[config.mk]
export PLATFORM = sky130hd
export DESIGN_NAME = rob_commit_flat
export DESIGN_NICKNAME = d
export VERILOG_FILES = /design/src/rtl/rob_pkg.sv /design/src/rtl/rob_commit_if.sv /design/src/rtl/commit_perf_cnt.sv /design/src/rtl/rob_commit.sv /design/src/flat_wrapper.sv
export SDC_FILE = /design/constraint.sdc
export NUM_CORES = 1
export LEC_CHECK = 0
export ABC_AREA = 1
export CAP_MARGIN = 10
export CORE_MARGIN = 4
export CORE_UTILIZATION = 36
export CTS_BUF_LIST = sky130_fd_sc_hd__clkbuf_4 sky130_fd_sc_hd__clkbuf_8 sky130_fd_sc_hd__clkbuf_16
export CTS_CLUSTER_DIAMETER = 60
export DETAILED_ROUTE_END_ITERATION = 8
export PLACE_DENSITY = 0.81
export SYNTH_ARGS = -nofsm -noshare
export SYNTH_HDL_FRONTEND = slang
export SYNTH_SLANG_ARGS = --single-unit
export TNS_END_PERCENT = 50
[constraint.sdc]
create_clock -name clk -period 1.5 [get_ports clk]
set_clock_uncertainty 0.05 [all_clocks]
set_input_delay 0.225 -clock clk [delete_from_list [all_inputs] [get_ports clk]]
set_output_delay 0.225 -clock clk [all_outputs]
set_load 0.01 [all_outputs]
[src/rtl/rob_pkg.sv]
// Shared ROB types: entry layout {ready, rd, value}, commit FSM states and default widths.
// Used by the ROB FIFO, issue, rename and commit logic alike.
`ifndef XLEN
`define XLEN 32
`endif
`ifndef REG_ADDR_WIDTH
`define REG_ADDR_WIDTH 5
`endif

package rob_pkg;

    localparam int unsigned DEF_XLEN   = `XLEN;
    localparam int unsigned DEF_REG_AW = `REG_ADDR_WIDTH;
    localparam int unsigned ROB_AW     = 3;

    typedef struct packed {
        logic                  ready;
        logic [DEF_REG_AW-1:0] rd;
        logic [DEF_XLEN-1:0]   value;
    } rob_entry_t;

    typedef enum logic [1:0] {
        StRun,
        StFlush,
        StDone
    } commit_state_t;

endpackage

[src/rtl/rob_commit_if.sv]
// Commit-stage bus: ROB head read/pop, register-file and rename-table writes, flush
// handshake and performance counters. master = commit engine, slave = its surroundings.
interface rob_commit_if #(
    parameter int unsigned XLEN    = rob_pkg::DEF_XLEN,
    parameter int unsigned REG_AW  = rob_pkg::DEF_REG_AW,
    parameter int unsigned ROB_AW  = rob_pkg::ROB_AW,
    parameter int unsigned ENTRY_W = 1 + REG_AW + XLEN
);
    logic               rob_empty_i;
    logic [ENTRY_W-1:0] rob_head_i;
    logic               rob_head_en_o;
    logic [ROB_AW-1:0]  head_tag_o;
    logic               rf_wr_en_o;
    logic [REG_AW-1:0]  rf_wr_addr_o;
    logic [XLEN-1:0]    rf_wr_data_o;
    logic               rat_clr_en_o;
    logic [ROB_AW-1:0]  rat_clr_tag_o;
    logic               flush_i;
    logic               flush_done_o;
    logic [31:0]        retire_cnt_o;
    logic [31:0]        stall_cnt_o;

    modport master (
        input  rob_empty_i, rob_head_i, flush_i,
        output rob_head_en_o, head_tag_o, rf_wr_en_o, rf_wr_addr_o, rf_wr_data_o,
               rat_clr_en_o, rat_clr_tag_o, flush_done_o, retire_cnt_o, stall_cnt_o
    );

    modport slave (
        output rob_empty_i, rob_head_i, flush_i,
        input  rob_head_en_o, head_tag_o, rf_wr_en_o, rf_wr_addr_o, rf_wr_data_o,
               rat_clr_en_o, rat_clr_tag_o, flush_done_o, retire_cnt_o, stall_cnt_o
    );

endinterface

[src/rtl/commit_perf_cnt.sv]
// Retire and stall counters for the commit stage (32-bit, wrapping).
// Only built when COMMIT_PERF_CNT_EN is defined; otherwise this file is empty.
`ifdef COMMIT_PERF_CNT_EN
module commit_perf_cnt (
    input  logic        clk,
    input  logic        rst,
    input  logic        i_retire,
    input  logic        i_stall,
    output logic [31:0] o_retire_cnt,
    output logic [31:0] o_stall_cnt
);
    logic [31:0] r_retire_cnt;
    logic [31:0] r_stall_cnt;

    always_ff @(posedge clk or posedge rst) begin
        if (rst) begin
            r_retire_cnt <= '0;
            r_stall_cnt  <= '0;
        end else begin
            if (i_retire) r_retire_cnt <= r_retire_cnt + 32'd1;
            if (i_stall)  r_stall_cnt  <= r_stall_cnt + 32'd1;
        end
    end

    assign o_retire_cnt = r_retire_cnt;
    assign o_stall_cnt  = r_stall_cnt;
endmodule
`endif

[src/rtl/rob_commit.sv]
// In-order ROB retirement: pops a ready head, registers the rf/rat write, drains on flush.
// Optional perf counters are enabled with COMMIT_PERF_CNT_EN.
module rob_commit #(
    parameter int unsigned XLEN    = rob_pkg::DEF_XLEN,
    parameter int unsigned REG_AW  = rob_pkg::DEF_REG_AW,
    parameter int unsigned ROB_AW  = rob_pkg::ROB_AW,
    parameter int unsigned ENTRY_W = 1 + REG_AW + XLEN
) (
    input logic          clk,
    input logic          rst,
    rob_commit_if.master bus
);
    import rob_pkg::*;

    commit_state_t     r_state;
    commit_state_t     w_state_nxt;
    logic              w_head_ready;
    logic [REG_AW-1:0] w_head_rd;
    logic [XLEN-1:0]   w_head_value;
    logic              w_pop;
    logic              w_commit;
    logic              w_flush_done;

    logic [ROB_AW-1:0] r_head_tag;
    logic              r_rf_wr_en;
    logic [REG_AW-1:0] r_rf_wr_addr;
    logic [XLEN-1:0]   r_rf_wr_data;
    logic              r_rat_clr_en;
    logic [ROB_AW-1:0] r_rat_clr_tag;

    assign w_head_ready = bus.rob_head_i[ENTRY_W-1];
    assign w_head_rd    = bus.rob_head_i[XLEN +: REG_AW];
    assign w_head_value = bus.rob_head_i[XLEN-1:0];

    // A flush request in RUN wins over a ready head: nothing retires in that cycle.
    always_comb begin
        w_state_nxt  = r_state;
        w_pop        = 1'b0;
        w_commit     = 1'b0;
        w_flush_done = 1'b0;
        unique case (r_state)
            StRun: begin
                if (bus.flush_i) begin
                    w_state_nxt = StFlush;
                end else begin
                    w_commit = !bus.rob_empty_i && w_head_ready;
                    w_pop    = w_commit;
                end
            end
            StFlush: begin
                w_pop = !bus.rob_empty_i;
                if (bus.rob_empty_i) w_state_nxt = StDone;
            end
            StDone: begin
                w_flush_done = 1'b1;
                w_state_nxt  = StRun;
            end
            default: w_state_nxt = StRun;
        endcase
    end

    always_ff @(posedge clk or posedge rst) begin
        if (rst) begin
            r_state       <= StRun;
            r_head_tag    <= '0;
            r_rf_wr_en    <= 1'b0;
            r_rf_wr_addr  <= '0;
            r_rf_wr_data  <= '0;
            r_rat_clr_en  <= 1'b0;
            r_rat_clr_tag <= '0;
        end else begin
            r_state      <= w_state_nxt;
            r_rf_wr_en   <= w_commit && (w_head_rd != '0);
            r_rat_clr_en <= w_commit;
            if (w_pop) r_head_tag <= r_head_tag + ROB_AW'(1);
            if (w_commit) begin
                r_rf_wr_addr  <= w_head_rd;
                r_rf_wr_data  <= w_head_value;
                r_rat_clr_tag <= r_head_tag;
            end
        end
    end

    assign bus.rob_head_en_o = w_pop;
    assign bus.head_tag_o    = r_head_tag;
    assign bus.rf_wr_en_o    = r_rf_wr_en;
    assign bus.rf_wr_addr_o  = r_rf_wr_addr;
    assign bus.rf_wr_data_o  = r_rf_wr_data;
    assign bus.rat_clr_en_o  = r_rat_clr_en;
    assign bus.rat_clr_tag_o = r_rat_clr_tag;
    assign bus.flush_done_o  = w_flush_done;

`ifdef COMMIT_PERF_CNT_EN
    logic w_stall;
    assign w_stall = (r_state == StRun) && !bus.rob_empty_i && !w_head_ready;

    commit_perf_cnt u_perf (
        .clk          (clk),
        .rst          (rst),
        .i_retire     (w_commit),
        .i_stall      (w_stall),
        .o_retire_cnt (bus.retire_cnt_o),
        .o_stall_cnt  (bus.stall_cnt_o)
    );
`else
    assign bus.retire_cnt_o = '0;
    assign bus.stall_cnt_o  = '0;
`endif

endmodule
[src/flat_wrapper.sv]
// flat-port wrapper written by rule: the top's interface ports become plain ports
module rob_commit_flat import rob_pkg::*;
#(
    parameter int unsigned XLEN    = rob_pkg::DEF_XLEN,
    parameter int unsigned REG_AW  = rob_pkg::DEF_REG_AW,
    parameter int unsigned ROB_AW  = rob_pkg::ROB_AW,
    parameter int unsigned ENTRY_W = 1 + REG_AW + XLEN
)
  (clk, rst, bus_rob_empty_i, bus_rob_head_i, bus_flush_i, bus_rob_head_en_o, bus_head_tag_o, bus_rf_wr_en_o, bus_rf_wr_addr_o, bus_rf_wr_data_o, bus_rat_clr_en_o, bus_rat_clr_tag_o, bus_flush_done_o, bus_retire_cnt_o, bus_stall_cnt_o);
  rob_commit_if #(.XLEN(XLEN), .REG_AW(REG_AW), .ROB_AW(ROB_AW), .ENTRY_W(ENTRY_W)) bus_i ();
  input logic clk;
  input logic rst;
  input wire logic [$bits(bus_i.rob_empty_i)-1:0] bus_rob_empty_i;
  input wire logic [$bits(bus_i.rob_head_i)-1:0] bus_rob_head_i;
  input wire logic [$bits(bus_i.flush_i)-1:0] bus_flush_i;
  output wire logic [$bits(bus_i.rob_head_en_o)-1:0] bus_rob_head_en_o;
  output wire logic [$bits(bus_i.head_tag_o)-1:0] bus_head_tag_o;
  output wire logic [$bits(bus_i.rf_wr_en_o)-1:0] bus_rf_wr_en_o;
  output wire logic [$bits(bus_i.rf_wr_addr_o)-1:0] bus_rf_wr_addr_o;
  output wire logic [$bits(bus_i.rf_wr_data_o)-1:0] bus_rf_wr_data_o;
  output wire logic [$bits(bus_i.rat_clr_en_o)-1:0] bus_rat_clr_en_o;
  output wire logic [$bits(bus_i.rat_clr_tag_o)-1:0] bus_rat_clr_tag_o;
  output wire logic [$bits(bus_i.flush_done_o)-1:0] bus_flush_done_o;
  output wire logic [$bits(bus_i.retire_cnt_o)-1:0] bus_retire_cnt_o;
  output wire logic [$bits(bus_i.stall_cnt_o)-1:0] bus_stall_cnt_o;
  assign bus_i.rob_empty_i = bus_rob_empty_i;
  assign bus_i.rob_head_i = bus_rob_head_i;
  assign bus_i.flush_i = bus_flush_i;
  assign bus_rob_head_en_o = bus_i.rob_head_en_o;
  assign bus_head_tag_o = bus_i.head_tag_o;
  assign bus_rf_wr_en_o = bus_i.rf_wr_en_o;
  assign bus_rf_wr_addr_o = bus_i.rf_wr_addr_o;
  assign bus_rf_wr_data_o = bus_i.rf_wr_data_o;
  assign bus_rat_clr_en_o = bus_i.rat_clr_en_o;
  assign bus_rat_clr_tag_o = bus_i.rat_clr_tag_o;
  assign bus_flush_done_o = bus_i.flush_done_o;
  assign bus_retire_cnt_o = bus_i.retire_cnt_o;
  assign bus_stall_cnt_o = bus_i.stall_cnt_o;
  rob_commit #(.XLEN(XLEN), .REG_AW(REG_AW), .ROB_AW(ROB_AW), .ENTRY_W(ENTRY_W)) u_core (.clk(clk), .rst(rst), .bus(bus_i));
endmodule
==> impl_metrics.toml <==
[layout]
final_layout_size_suffix_gt1_frac = 0.0734
final_cell_mix = "nand2_1, conb_1, dfrtp_1"
fin_cells = 443
post-route-util = 0.542
fill_cells = 564
diodes = 0
syn2layout_area_growth_pct = 42.8
layout.nets = 410
final_common_cell = "nand2_1"

[setup_path]
crit_buf_inv = 1
crit_chain = "clkdlybuf4s50_1"
arrival_ps = 1180
path_delay_family = "buffers and inverters"
start_kind = "register"
worstPathMaxFanout = 2
ff2ff_setup_slack_ps = 130
crit_type = "reg2out"
slowest_stage = "clkdlybuf4s50_1"
cp-startpoint = "u_core.bus.rf_wr_data_o[18]$_DFFE_PP0P_"
cp.required_ps = 1220
endpoint_kind = "output pin"
critical_path.max_stage_delay_ps = 530
r2r-start = "u_core.r_state[0]$_DFFE_PP0P_"

[clock_network]
clk_pin_slew_worst_paths_ps = 80
cts.sinks = 47
cts_tree = "built"
clk_latency_ps = 290
cts_buffer_depth = 2
clockRootBuffer = "clkbuf_8"
cts_made_buffers = 5
htreeDepth = 2

[detailed_routing]
detailedRoute.firstIterationViolations = 51
drtAntennaViolNets = 0
drc = 0
via_per_inst = 4.14
drt-total-wl_um = 5480
via_count = 1836
first_pass_iters = 4
wl_per_cell_um = 12.4

[power_and_ir_drop]
static-leakage-power_nw = 2.17
total_power_mw = 5.11
comb_power_share = 0.412
switchingPower_mw = 1.68
internal-power_mw = 3.43
power_frac_seq = 0.401
p_clk_frac = 0.187
ir_drop_v = 0.000786
swShare = 0.329
power_density_nw_per_um2 = 1550

[floorplanning]
io_pins = 153
die_y_um = 88.2
dieArea_um2 = 7780
start_util = 0.380
core-area_um2 = 6100
die_x_um = 88.2
rows = 28

[placed_design]
placedCellCount = 432
place_hpwl_um = 4070
place_ws_ps = -392
port_buffers = 88
gp_congestion = 0.726

[global_route]
grt_max_degree = 48
overflow = 0
grt_pass1_wl_um = 7850
grt_use_total = 0.130
grt_pass1_vias = 1694
antenna_found_initial = 0

[logic_synthesis]
synth.distinct_cells = 18
syn_area_um2 = 2310
syn_inst = 271
ys_ff_latch = 47
yosys_warnings = 0
syn-mean-instance-area_um2 = 8.54
ys_seq_area_frac = 0.508

[sta]
setup_ws_ps = 46.9
rsz0062_at_grt = "yes"
setup_viol = 0
final-hold-violation-count = 0
whs_ps = 230
fin_crit_ps = 1450
fmax_mhz = 688
period_share = 0.969
slew_violations = 0

[hold_path]
hp-class = "in2async"

[run]
cap_violations = 0

[run_status]
status = "finished, final reports clean"
state kept, by name (all words and copies together), names as in the netlist:
name	count
u_core.bus.head_tag_o	3
u_core.bus.rat_clr_en_o	1
u_core.bus.rat_clr_tag_o	3
u_core.bus.rf_wr_addr_o	5
u_core.bus.rf_wr_data_o	32
u_core.bus.rf_wr_en_o	1
u_core.r_state	2
metal layers:
| layer | GRT usage | part of all wire | wire, um | vias up |
|---|---|---|---|---|
| met1 | 0.148 | 0.36 | 1970 | 861 |
| met2 | 0.229 | 0.52 | 2820 | 90 |
| met3 | 0.0499 | 0.11 | 588 | 9 |
| met4 | 0.0357 | 0.018 | 97 | 0 |
| met5 | 0 | 0 | 0 | - |
| li1 | - | - | - | 876 |
synthesized netlist by cell type:
library cell / count / area share
nor2_1: 4 / 0.0065
inv_1: 8 / 0.013
o21ai_0: 3 / 0.0065
xor2_1: 1 / 0.0038
nand3_1: 4 / 0.0086
conb_1: 1 / 0.0016
nand3_2: 1 / 0.0043
a21oi_1: 1 / 0.0022
nor3_1: 1 / 0.0022
buf_2: 4 / 0.0086
nand2_1: 124 / 0.20
dfrtp_1: 47 / 0.51
clkbuf_1: 1 / 0.0016
ha_1: 1 / 0.0054
nor2_2: 1 / 0.0027
buf_4: 67 / 0.22
inv_2: 1 / 0.0016
buf_6: 1 / 0.0049
stage by stage:
stage                     setup TNS (ps)  instance area (um^2)
final                                  0                  3300
after global routing               -29.0                  3300
after CTS                          -60.1                  3200
after detailed placement          -11350                  3060
after global placement             -9380                  3060
after floorplan                        0                  2550
final cells by class:
type | count | area, um^2 | area share
Timing Repair Buffer | 99 | 1070 | 0.324
Multi-Input combinational cell | 205 | 811 | 0.245
Clock buffer | 6 | 82.6 | 0.0250
Inverter | 9 | 33.8 | 0.0102
Sequential cell | 47 | 1180 | 0.356
Clock inverter | 2 | 35.0 | 0.0106
Tap cell | 75 | 93.8 | 0.0284
final timing paths:
| path | end | depth (start not counted) |
|---|---|---|
| worst min-delay path | u_core.bus.rf_wr_data_o[10]$_DFFE_PP0P_ | 3 |
| worst min register to register | u_core.bus.rf_wr_data_o[17]$_DFFE_PP0P_ | 2 |
| worst max register to register | u_core.bus.rf_wr_data_o[1]$_DFFE_PP0P_ | 7 |
| worst max-delay path | bus_rf_wr_data_o[18] | 1 |
| min in group clk | u_core.bus.rf_wr_data_o[4]$_DFFE_PP0P_ | 3 |
| max in group asynchronous | u_core.bus.rf_wr_addr_o[0]$_DFFE_PP0P_ | 3 |
power by group through the flow:
stage	Sequential (mW)	Combinational [mW]	Clock (mW)
6_report	2.05	2.11	0.954
5_1_grt	2.11	2.31	1.03
4_1_cts	2.07	2.22	0.983
3_5_place_dp	2.10	2.21	0
3_3_place_gp	2.07	2.15	0
2_1_floorplan	2.32	0.743	0
cell families after synthesis:
family | count (synthesis) | synth area share
and+or+nand+nor | 135 | 0.225
buffers and inverters | 82 | 0.247
other | 1 | 0.00162
adders and majority gates | 1 | 0.00540
xor gates and xnor gates | 1 | 0.00378
DFF | 47 | 0.508
AOI/OAI and AO/OA | 4 | 0.00864
timing repair:
item,4_1_cts,5_1_grt
setup buffers,2,1
endpoints found under the setup margin,13,78
gates cloned,0,0
hold endpoints to repair,0,0
pin swaps,1,3
resized for setup,13,44
hold buffers,0,0
(Power assumes the default switching activity.)
